[src/rtl/gray_rx_tracker.sv]
// Receive-side gray-code tracker: converts sampled gray to binary, checks for hold/+1 steps,
// counts wrap-arounds and latches a sticky error on any illegal step.
module gray_rx_tracker #(
  parameter int unsigned WIDTH = 3,
  parameter int unsigned LAP_W = 8
) (
  input  logic             i_clk,
  input  logic             i_reset,
  input  logic             i_en,
  input  logic             i_resync,
  input  logic [WIDTH-1:0] i_gray,
  output logic [WIDTH-1:0] o_binary,
  output logic             o_valid,
  output logic             o_wrap,
  output logic [LAP_W-1:0] o_laps,
  output logic             o_error
);

  typedef enum logic [1:0] {StIdle, StTrack, StFault} state_e;

  state_e           r_state;
  logic [WIDTH-1:0] r_binary;
  logic             r_valid;
  logic             r_wrap;
  logic [LAP_W-1:0] r_laps;
  logic             r_error;

  logic [WIDTH-1:0] w_bn;
  logic [WIDTH-1:0] w_inc;

  // Each binary bit is the XOR of all gray bits at or above it.
  always_comb begin
    w_bn = '0;
    for (int i = 0; i < int'(WIDTH); i++) begin
      w_bn[i] = ^(i_gray >> i);
    end
  end

  assign w_inc = r_binary + WIDTH'(1);

  always_ff @(posedge i_clk or posedge i_reset) begin
    if (i_reset) begin
      r_state  <= StIdle;
      r_binary <= '0;
      r_valid  <= 1'b0;
      r_wrap   <= 1'b0;
      r_laps   <= '0;
      r_error  <= 1'b0;
    end else if (i_resync) begin
      r_state  <= StIdle;
      r_binary <= '0;
      r_valid  <= 1'b0;
      r_wrap   <= 1'b0;
      r_laps   <= '0;
      r_error  <= 1'b0;
    end else begin
      r_wrap <= 1'b0;
      if (i_en) begin
        unique case (r_state)
          StIdle: begin
            r_binary <= w_bn;
            r_valid  <= 1'b1;
            r_state  <= StTrack;
          end
          StTrack: begin
            if (w_bn == r_binary) begin
              r_binary <= r_binary;
            end else if (w_bn == w_inc) begin
              r_binary <= w_bn;
              if (w_bn == '0) begin
                r_wrap <= 1'b1;
                if (!(&r_laps)) r_laps <= r_laps + LAP_W'(1);
              end
            end else begin
              // Binary keeps the last good value; only Resync/Reset leave FAULT.
              r_error <= 1'b1;
              r_state <= StFault;
            end
          end
          StFault: r_state <= StFault;
          default: r_state <= StIdle;
        endcase
      end
    end
  end

  assign o_binary = r_binary;
  assign o_valid  = r_valid;
  assign o_wrap   = r_wrap;
  assign o_laps   = r_laps;
  assign o_error  = r_error;

endmodule

[config.mk]
export PLATFORM = sky130hd
export DESIGN_NAME = gray_rx_tracker
export DESIGN_NICKNAME = d
export VERILOG_FILES = /design/src/rtl/gray_rx_tracker.sv
export SDC_FILE = /design/constraint.sdc
export NUM_CORES = 1
export LEC_CHECK = 0
export ABC_AREA = 1
export ABC_CLOCK_PERIOD_IN_PS = 2000
export CAP_MARGIN = 20
export CORE_MARGIN = 4
export CORE_UTILIZATION = 52
export DETAILED_ROUTE_END_ITERATION = 8
export GPL_ROUTABILITY_DRIVEN = 0
export PLACE_DENSITY = 0.78
export REMOVE_ABC_BUFFERS = 1
export SLEW_MARGIN = 20
export SYNTH_ARGS = -nofsm -noshare
export SYNTH_HDL_FRONTEND = slang
export SYNTH_SLANG_ARGS = --single-unit
[constraint.sdc]
create_clock -name i_clk -period 2 [get_ports i_clk]
set_input_delay 0.3 -clock i_clk [delete_from_list [all_inputs] [get_ports i_clk]]
set_output_delay 0.3 -clock i_clk [all_outputs]
set_load 0.005 [all_outputs]
==> metrics.md, run 1 <==
| Metric | Value |
|---|---|
| Status | `finished, final reports clean` |
| Per-cell routed wire length | `11.7 um` |
| Clock slew at reported path FFs | `approximately 0.10 ns` |
| Core ar. | `0.00225 mm2` |
| Crit end category | `flip-flop` |
| Slowest CP cell | `clkdlybuf4s50_1` |
| Vias | `around 1200` |
| WP data arrival | `1.97 ns` |
| Pwr dens | `between 800 and 900 mW/mm2` |
| Worst Hold Class | `in -> async` |
| Critical Path RT | `between 2 and 2.5 ns` |
| Slew HR | `58.0%` |
| Achievable Freq | `0.560 GHz` |
| Vias in the first global route | `1195` |
| Largest area contributor in the netlist | `dfrtp_1` |
| CTS max path bufs | `2` |
| First-pass DRT Iterations | `4` |
| Setup crit start | `i_gray[2]` |
| Routed wire length | `2.69 mm` |
| Post-layout min period | `1.79 ns` |
| CTS Sinks | `16` |
| Ys Warns | `0` |
| Site row count | `17` |
| Layout Nets | `around 220` |
| R2R setup slack | `0.26 ns` |
| CP Class | `in -> reg` |
| CTS buffer count | `3` |
| P_leak | `0.772 nW` |
| Die footprint | `0.00324 mm2` |
| Post-synthesis cell count | `177` |
| Post-route ant nets | `0` |
| Top-level port count | `21` |
| Post-CTS setup buffer count | `0` |
| H-tree levels | `1` |
| Worst-margin pin slew | `0.630 ns` |
| Synth area leaders | `dfrtp_1, nand2_1, nand4_1` |
| Mean area per synthesized cell | `7.03 um2` |
| Fin crit share | `89.3%` |
| DRC Markers | `0` |
| Max-slew violations | `0` |
| Post-cts sizing count | `0` |
| Crit path launch type | `input port` |
| RSZ-0062 raised after global routing | `false` |
| Fraction of layout cells with a size suffix above 1 | `around 14%` |
| Largest net degree at the start of global routing | `17` |
| Clock latency at the later pin of the worst-skew pair | `0.29 ns` |
| Critical path's top delay family | `simple AND/OR/NAND/NOR gates` |
| First-pass GRT wire length | `4.96 mm` |
| Area share of the largest cell type after synthesis | `32.2%` |
| Hold Slack | `0.383 ns` |
| Post-Place Setup Slack | `-0.0799 ns` |
| N_diodes | `0` |
| Sequential share of the synthesized area | `approximately a third` |
| Worst R2R End | `o_laps[5]` |
| Area Growth Syn to Fin | `22.6%` |
| DP HPWL | `2.21 mm` |
| GRT Total Usage | `18.9%` |
| Starting Density | `a little under three fifths` |
| Maxcap violations | `0` |
| Final setup viols | `0` |
| Final non-filler cell total | `231` |
| Die Y | `56.9 um` |
| R2r worst-path depth | `9` |
| Skew final | `~0.0019 ns` |
| R2R Path Start | `o_binary[0]` |
| Antenna violations before repair | `0` |
| Final worst slack | `0.213 ns` |
| Most common cell after layout, fill and taps aside | `nand2_1` |
| Buffers & Inverters on Critical Path | `2` |
| Cell variety after synth | `23` |
| Synthesized flop and latch total | `16` |
| Hold buffer count at CTS | `0` |
| Crit Path Max Fanout | `11` |
| Total grt overflow | `0` |
| DP Cell Count | `227` |
| Vias per cell | `5.34` |
| Most frequent cells in the layout | `nand2_1, clkdlybuf4s50_1, inv_1, nor2_1, dfrtp_1` |
| Mapped Area | `approximately 0.0012 mm2` |
| Port bufs | `20` |
| CTS tree | `built` |
| CP Depth | `12` |
| End point of the critical path | `o_laps[5]` |
| Sequence of cells on the critical path | `clkdlybuf4s50_1 > inv_2 > nand2_4 > nand3_1 > nand3_1 > nand2_1 > nand2_1 > nand2_1 > nand2_2 > nand3_4 > nand2_1 > nand2_1` |
| Max VDD drop | `0.635 mV` |
| Root Driver | `clkbuf_4` |
| Horiz. Die Dim | `56.9 um` |
| Drt initial violations | `47` |
| Final Util | `67.6%` |
| Biggest cell delay along the critical path | `0.56 ns` |
| Top cell by count, worst path | `nand2_1` |
| Final Hold Vio Count | `0` |
-- worst register-to-register path: cells and delay by family, from the launching register on --
family	cells	cell delay [ns]
fa+ha+maj	1	0.33
simple gates	8	0.83
flops	1	0.47
-- Yosys cell counts --
cell type / n
nand2_1: 60
inv_1: 19
nor2_1: 17
dfrtp_1: 16
nand3_1: 14
nand4_1: 12
nand2_2: 7
a21oi_1: 5
ha_1: 5
nand3b_1: 3
buf_6: 2
inv_2: 2
nand2_4: 2
nand3_2: 2
nand3_4: 2
o21ai_0: 2
a21oi_2: 1
buf_2: 1
nor2_4: 1
nor2_8: 1
nor4_1: 1
or2_2: 1
xnor2_1: 1
-- routing by layer --
metal | GRT usage [%] | routed length, um | vias to the layer above
met1 | 23.4 | 1240 | 571
met4 | 4.97 | 27 | 0
met2 | 34.3 | 1310 | 32
met5 | 0 | 0 | -
met3 | 2.07 | 117 | 4
li1 | - | - | 626
-- per-stage QoR --
stage	power, W	instance area [um2]	TNS (ns)
global route	0.00146	1530	0
global placement	0.00111	1490	-0.0151
detailed placement	0.00113	1490	-0.569
floorplan	0.000901	1220	0
CTS	0.00134	1530	0
finish	0.00134	1530	0
-- power breakdown --
part	total [W]	switching (W)	leakage [nW]	internal (W)
sequential	0.000468	0.0000751	0.215	0.000393
clock	0.000216	0.000105	0.0210	0.000111
combinational	0.000652	0.000360	0.536	0.000291
-- state kept, by name, summed over array words and instances (netlist names) --
signal and cells:
o_binary 3, o_valid 1, o_error 1, o_wrap 1, o_laps 8, r_state 2
-- logic make-up (layout without fill, tap and decap cells) --
| family | Yosys count | in the layout | share of synthesized area (%) |
|---|---|---|---|
| xor gates and xnor gates | 1 | 1 | 0.704 |
| buffers and inverters | 24 | 50 | 8.55 |
| adders and majority gates | 5 | 5 | 5.03 |
| AOI/OAI and AO/OA | 8 | 8 | 3.52 |
| and+or+nand+nor | 123 | 123 | 50.0 |
| DFF | 16 | 16 | 32.2 |
-- how the worst min path moves through the flow --
stage | from | end | slack, ns | depth (start not counted)
after floorplan | i_reset | o_binary[0] | 0.21 | 1
after global placement | o_error | o_error | 0.46 | 2
final | i_reset | r_state[0] | 0.38 | 2
after CTS | i_reset | r_state[0] | 0.40 | 2
after global routing | i_reset | o_valid | 0.44 | 2
after detailed placement | o_error | o_error | 0.46 | 2
-- area by class of cell --
type / instances / area (um2)
flip-flops and latches: 16 / 400
well taps: 28 / 35.0
inverters: 21 / 78.8
multi-input cells: 137 / 737
fillers: 200 / 729
repair buffers: 25 / 238
clock buffers: 4 / 36.3
Power figures use the tool's default switching activity.
==> inputs of run 2 (changes only) <==
--- a/config.mk
+++ b/config.mk
@@ -10,6 +10,7 @@
 export CAP_MARGIN = 20
 export CORE_MARGIN = 4
 export CORE_UTILIZATION = 52
+export CTS_CLUSTER_SIZE = 14
 export DETAILED_ROUTE_END_ITERATION = 8
 export GPL_ROUTABILITY_DRIVEN = 0
 export PLACE_DENSITY = 0.78
==> results of run 2 <==
No change in the layout: final DEF, timing and power equal those of run 1.
==> inputs of run 3 (changes only) <==
--- a/config.mk
+++ b/config.mk
@@ -8,7 +8,7 @@
 export ABC_AREA = 1
 export ABC_CLOCK_PERIOD_IN_PS = 2000
 export CAP_MARGIN = 20
-export CORE_MARGIN = 4
+export CORE_MARGIN = 2
 export CORE_UTILIZATION = 52
 export CTS_CLUSTER_SIZE = 14
 export DETAILED_ROUTE_END_ITERATION = 8
==> run 3 against run 2 <==
Register-to-register slack about the same. Largest power group unchanged. First-iteration DRC count decreased by 26%. Critical path depth unchanged. Die area decreased by 14%. Global-route usage increased by 4.9 points. Clock power increased by 6%. Via count decreased by 1.1%. Utilization increased by 1.3 points. Critical path type unchanged.
==> metrics.md, run 3 (synthesis gave the netlist of run 1 again) <==
| Metric | Value |
|---|---|
| Status | `finished, final reports clean` |
| CTS Sinks | `16 (unchanged)` |
| Critical Path RT | `2.21 ns (+0.03 ns)` |
| Fill cells | `207 (+3.5%)` |
| CTS buffer count | `3 (unchanged)` |
| CTS max path bufs | `2 (unchanged)` |
| Vias per cell | `5.23 (-2.0%)` |
| Sequence of cells on the critical path | `clkdlybuf4s50_1 > inv_2 > nand2_4 > nand3_1 > nand3_1 > nand2_1 > nand2_1 > nand2_1 > nand2_2 > nand3_4 > nand2_1 > nand2_1` |
| Crit end category | `flip-flop` |
| Final worst slack | `0.223 ns (+0.0103 ns)` |
| Fin crit share | `88.8% (-0.51 points)` |
| Achievable Freq | `0.563 GHz (+0.58%)` |
| Vias in the first global route | `1114 (-6.8%)` |
| Met3 Resource Use GR | `3.67% (+1.6 points)` |
| Post-cts sizing count | `0 (unchanged)` |
| Skew final | `0.00360 ns (+0.00167 ns)` |
| Most common cell after layout, fill and taps aside | `nand2_1` |
| Most frequent cells in the layout | `nand2_1, clkdlybuf4s50_1, inv_1, nor2_1, dfrtp_1` |
| Maxcap violations | `0 (unchanged)` |
| Final TNS setup | `0 ns (unchanged)` |
| Post-layout min period | `1.78 ns (-0.0103 ns)` |
| Busiest grt layer | `met2` |
| Clock slew at reported path FFs | `0.10 ns (about the same)` |
| Largest net degree at the start of global routing | `17 (unchanged)` |
| CTS tree | `built` |
| Final Hold Vio Count | `0 (unchanged)` |
| Slew HR | `59.2% (+1.2 points)` |
| Post-route ant nets | `0 (unchanged)` |
| Max reg flops | `8 (unchanged)` |
| Worst Hold Class | `in -> async` |
| Area Growth Syn to Fin | `23.8%` |
| M1 GR Usage | `31.6% (+8.1 points)` |
| Biggest cell delay along the critical path | `0.56 ns (about the same)` |
| Starting Density | `55.7% (+0.53 points)` |
| WP data arrival | `1.98 ns (about the same)` |
| Die footprint | `0.00280 mm2 (-14%)` |
| Power Total | `0.00137 W (+2.5%)` |
| Clock latency at the later pin of the worst-skew pair | `0.30 ns (about the same)` |
| DRC Markers | `0 (unchanged)` |
| Met2 usage | `38.8% (+4.5 points)` |
| Fraction of layout cells with a size suffix above 1 | `14.6% (+0.84 points)` |
| Drt initial violations | `35 (-26%)` |
| Die Y | `52.9 um (-7.0%)` |
| Layout Nets | `218 (+0.93%)` |
| Post-CTS setup buffer count | `0 (unchanged)` |
| Site row count | `17 (unchanged)` |
| Post-DP Area | `0.00150 mm2 (+1.0%)` |
| Crit Path Max Fanout | `11 (unchanged)` |
| First-pass GRT wire length | `4.81 mm (-3.1%)` |
| Total grt overflow | `0 (unchanged)` |
| Root Driver | `clkbuf_4` |
| P_leak | `0.782 nW (+1.3%)` |
| Horiz. Die Dim | `52.9 um (-7.0%)` |
| DP HPWL | `2.26 mm (+2.5%)` |
| N_diodes | `0 (unchanged)` |
| RSZ-0062 raised after global routing | `false` |
| Design Area, Final | `0.00154 mm2 (+0.98%)` |
| Post-Place Setup Slack | `-0.0713 ns (+0.00868 ns)` |
| GRT Total Usage | `23.8% (+4.9 points)` |
| R2r worst-path depth | `9 (unchanged)` |
| Routed wire length | `2.87 mm (+6.5%)` |
| Max-slew violations | `0 (unchanged)` |
| Max VDD drop | `0.879 mV (+38%)` |
| Pwr dens | `889 mW/mm2 (+1.5%)` |
| Top-level port count | `21 (unchanged)` |
| Worst-margin pin slew | `0.612 ns (-0.0178 ns)` |
| First-pass DRT Iterations | `4 (unchanged)` |
| Port bufs | `20 (unchanged)` |
| Hold buffer count at CTS | `0 (unchanged)` |
| Per-cell routed wire length | `12.3 um (+5.5%)` |
| Final setup viols | `0 (unchanged)` |
| CP Class | `in -> reg` |
| Antenna violations before repair | `0 (unchanged)` |
| Core ar. | `0.00223 mm2 (-0.94%)` |
| Top cell by count, worst path | `nand2_1` |
| Vias | `1219 (-1.1%)` |
| H-tree levels | `1 (unchanged)` |
| Crit path launch type | `input port` |
| Slowest CP cell | `clkdlybuf4s50_1` |
## run 3: cell count changes in the layout (fill, tap and decap cells not counted)
cell / before / now
buf_4: 5 / 7
## run 3: area by class of cell
cell class                      instances  area, um2  area share [%]
Multi-Input combinational cell        137        737            47.8
Timing Repair Buffer                   27        253            16.4
Sequential cell                        16        400            26.0
Tap cell                               28       35.0            2.27
Clock buffer                            4       36.3            2.36
Inverter                               21       78.8            5.12
## run 3: worst max-delay path, delay by kind of cell
family	cells	cell delay (ns)
simple gates	10	1.02
buf+inv	2	0.65
## run 3: final timing paths
| check | startpoint | endpoint | slack [ns] |
|---|---|---|---|
| max in group asynchronous | i_reset | o_laps[2] | 1.25 |
| setup reg to reg | o_laps[0] | o_laps[0] | 0.25 |
| hold reg to reg | o_error | o_error | 0.48 |
| min in group i_clk | o_error | o_error | 0.48 |
| hold / removal | i_reset | r_state[0] | 0.36 |
| setup / recovery | i_gray[2] | o_laps[0] | 0.22 |
## run 3: per-stage QoR
stage	std cells	hold WS [ns]	util [%]
2_1_floorplan	174	0.214	-
3_3_place_gp	229	0.458	67.3
3_5_place_dp	229	0.463	67.3
4_1_cts	233	0.372	69.0
5_1_grt	233	0.458	69.0
6_report	233	0.357	69.0
## run 3: power by group
group / internal, W / total, W / switching (W)
Clock: 0.000111 / 0.000229 / 0.000118
Combinational: 0.000300 / 0.000677 / 0.000377
Sequential: 0.000393 / 0.000463 / 0.0000700
Total: 0.000805 / 0.00137 / 0.000565
## run 3: per-layer routing
| layer | vias up | share of wire (%) |
|---|---|---|
| li1 | 627 | - |
| met5 | - | 0 |
| met1 | 564 | 48 |
| met4 | 0 | 1.2 |
| met2 | 24 | 47 |
| met3 | 4 | 4.1 |
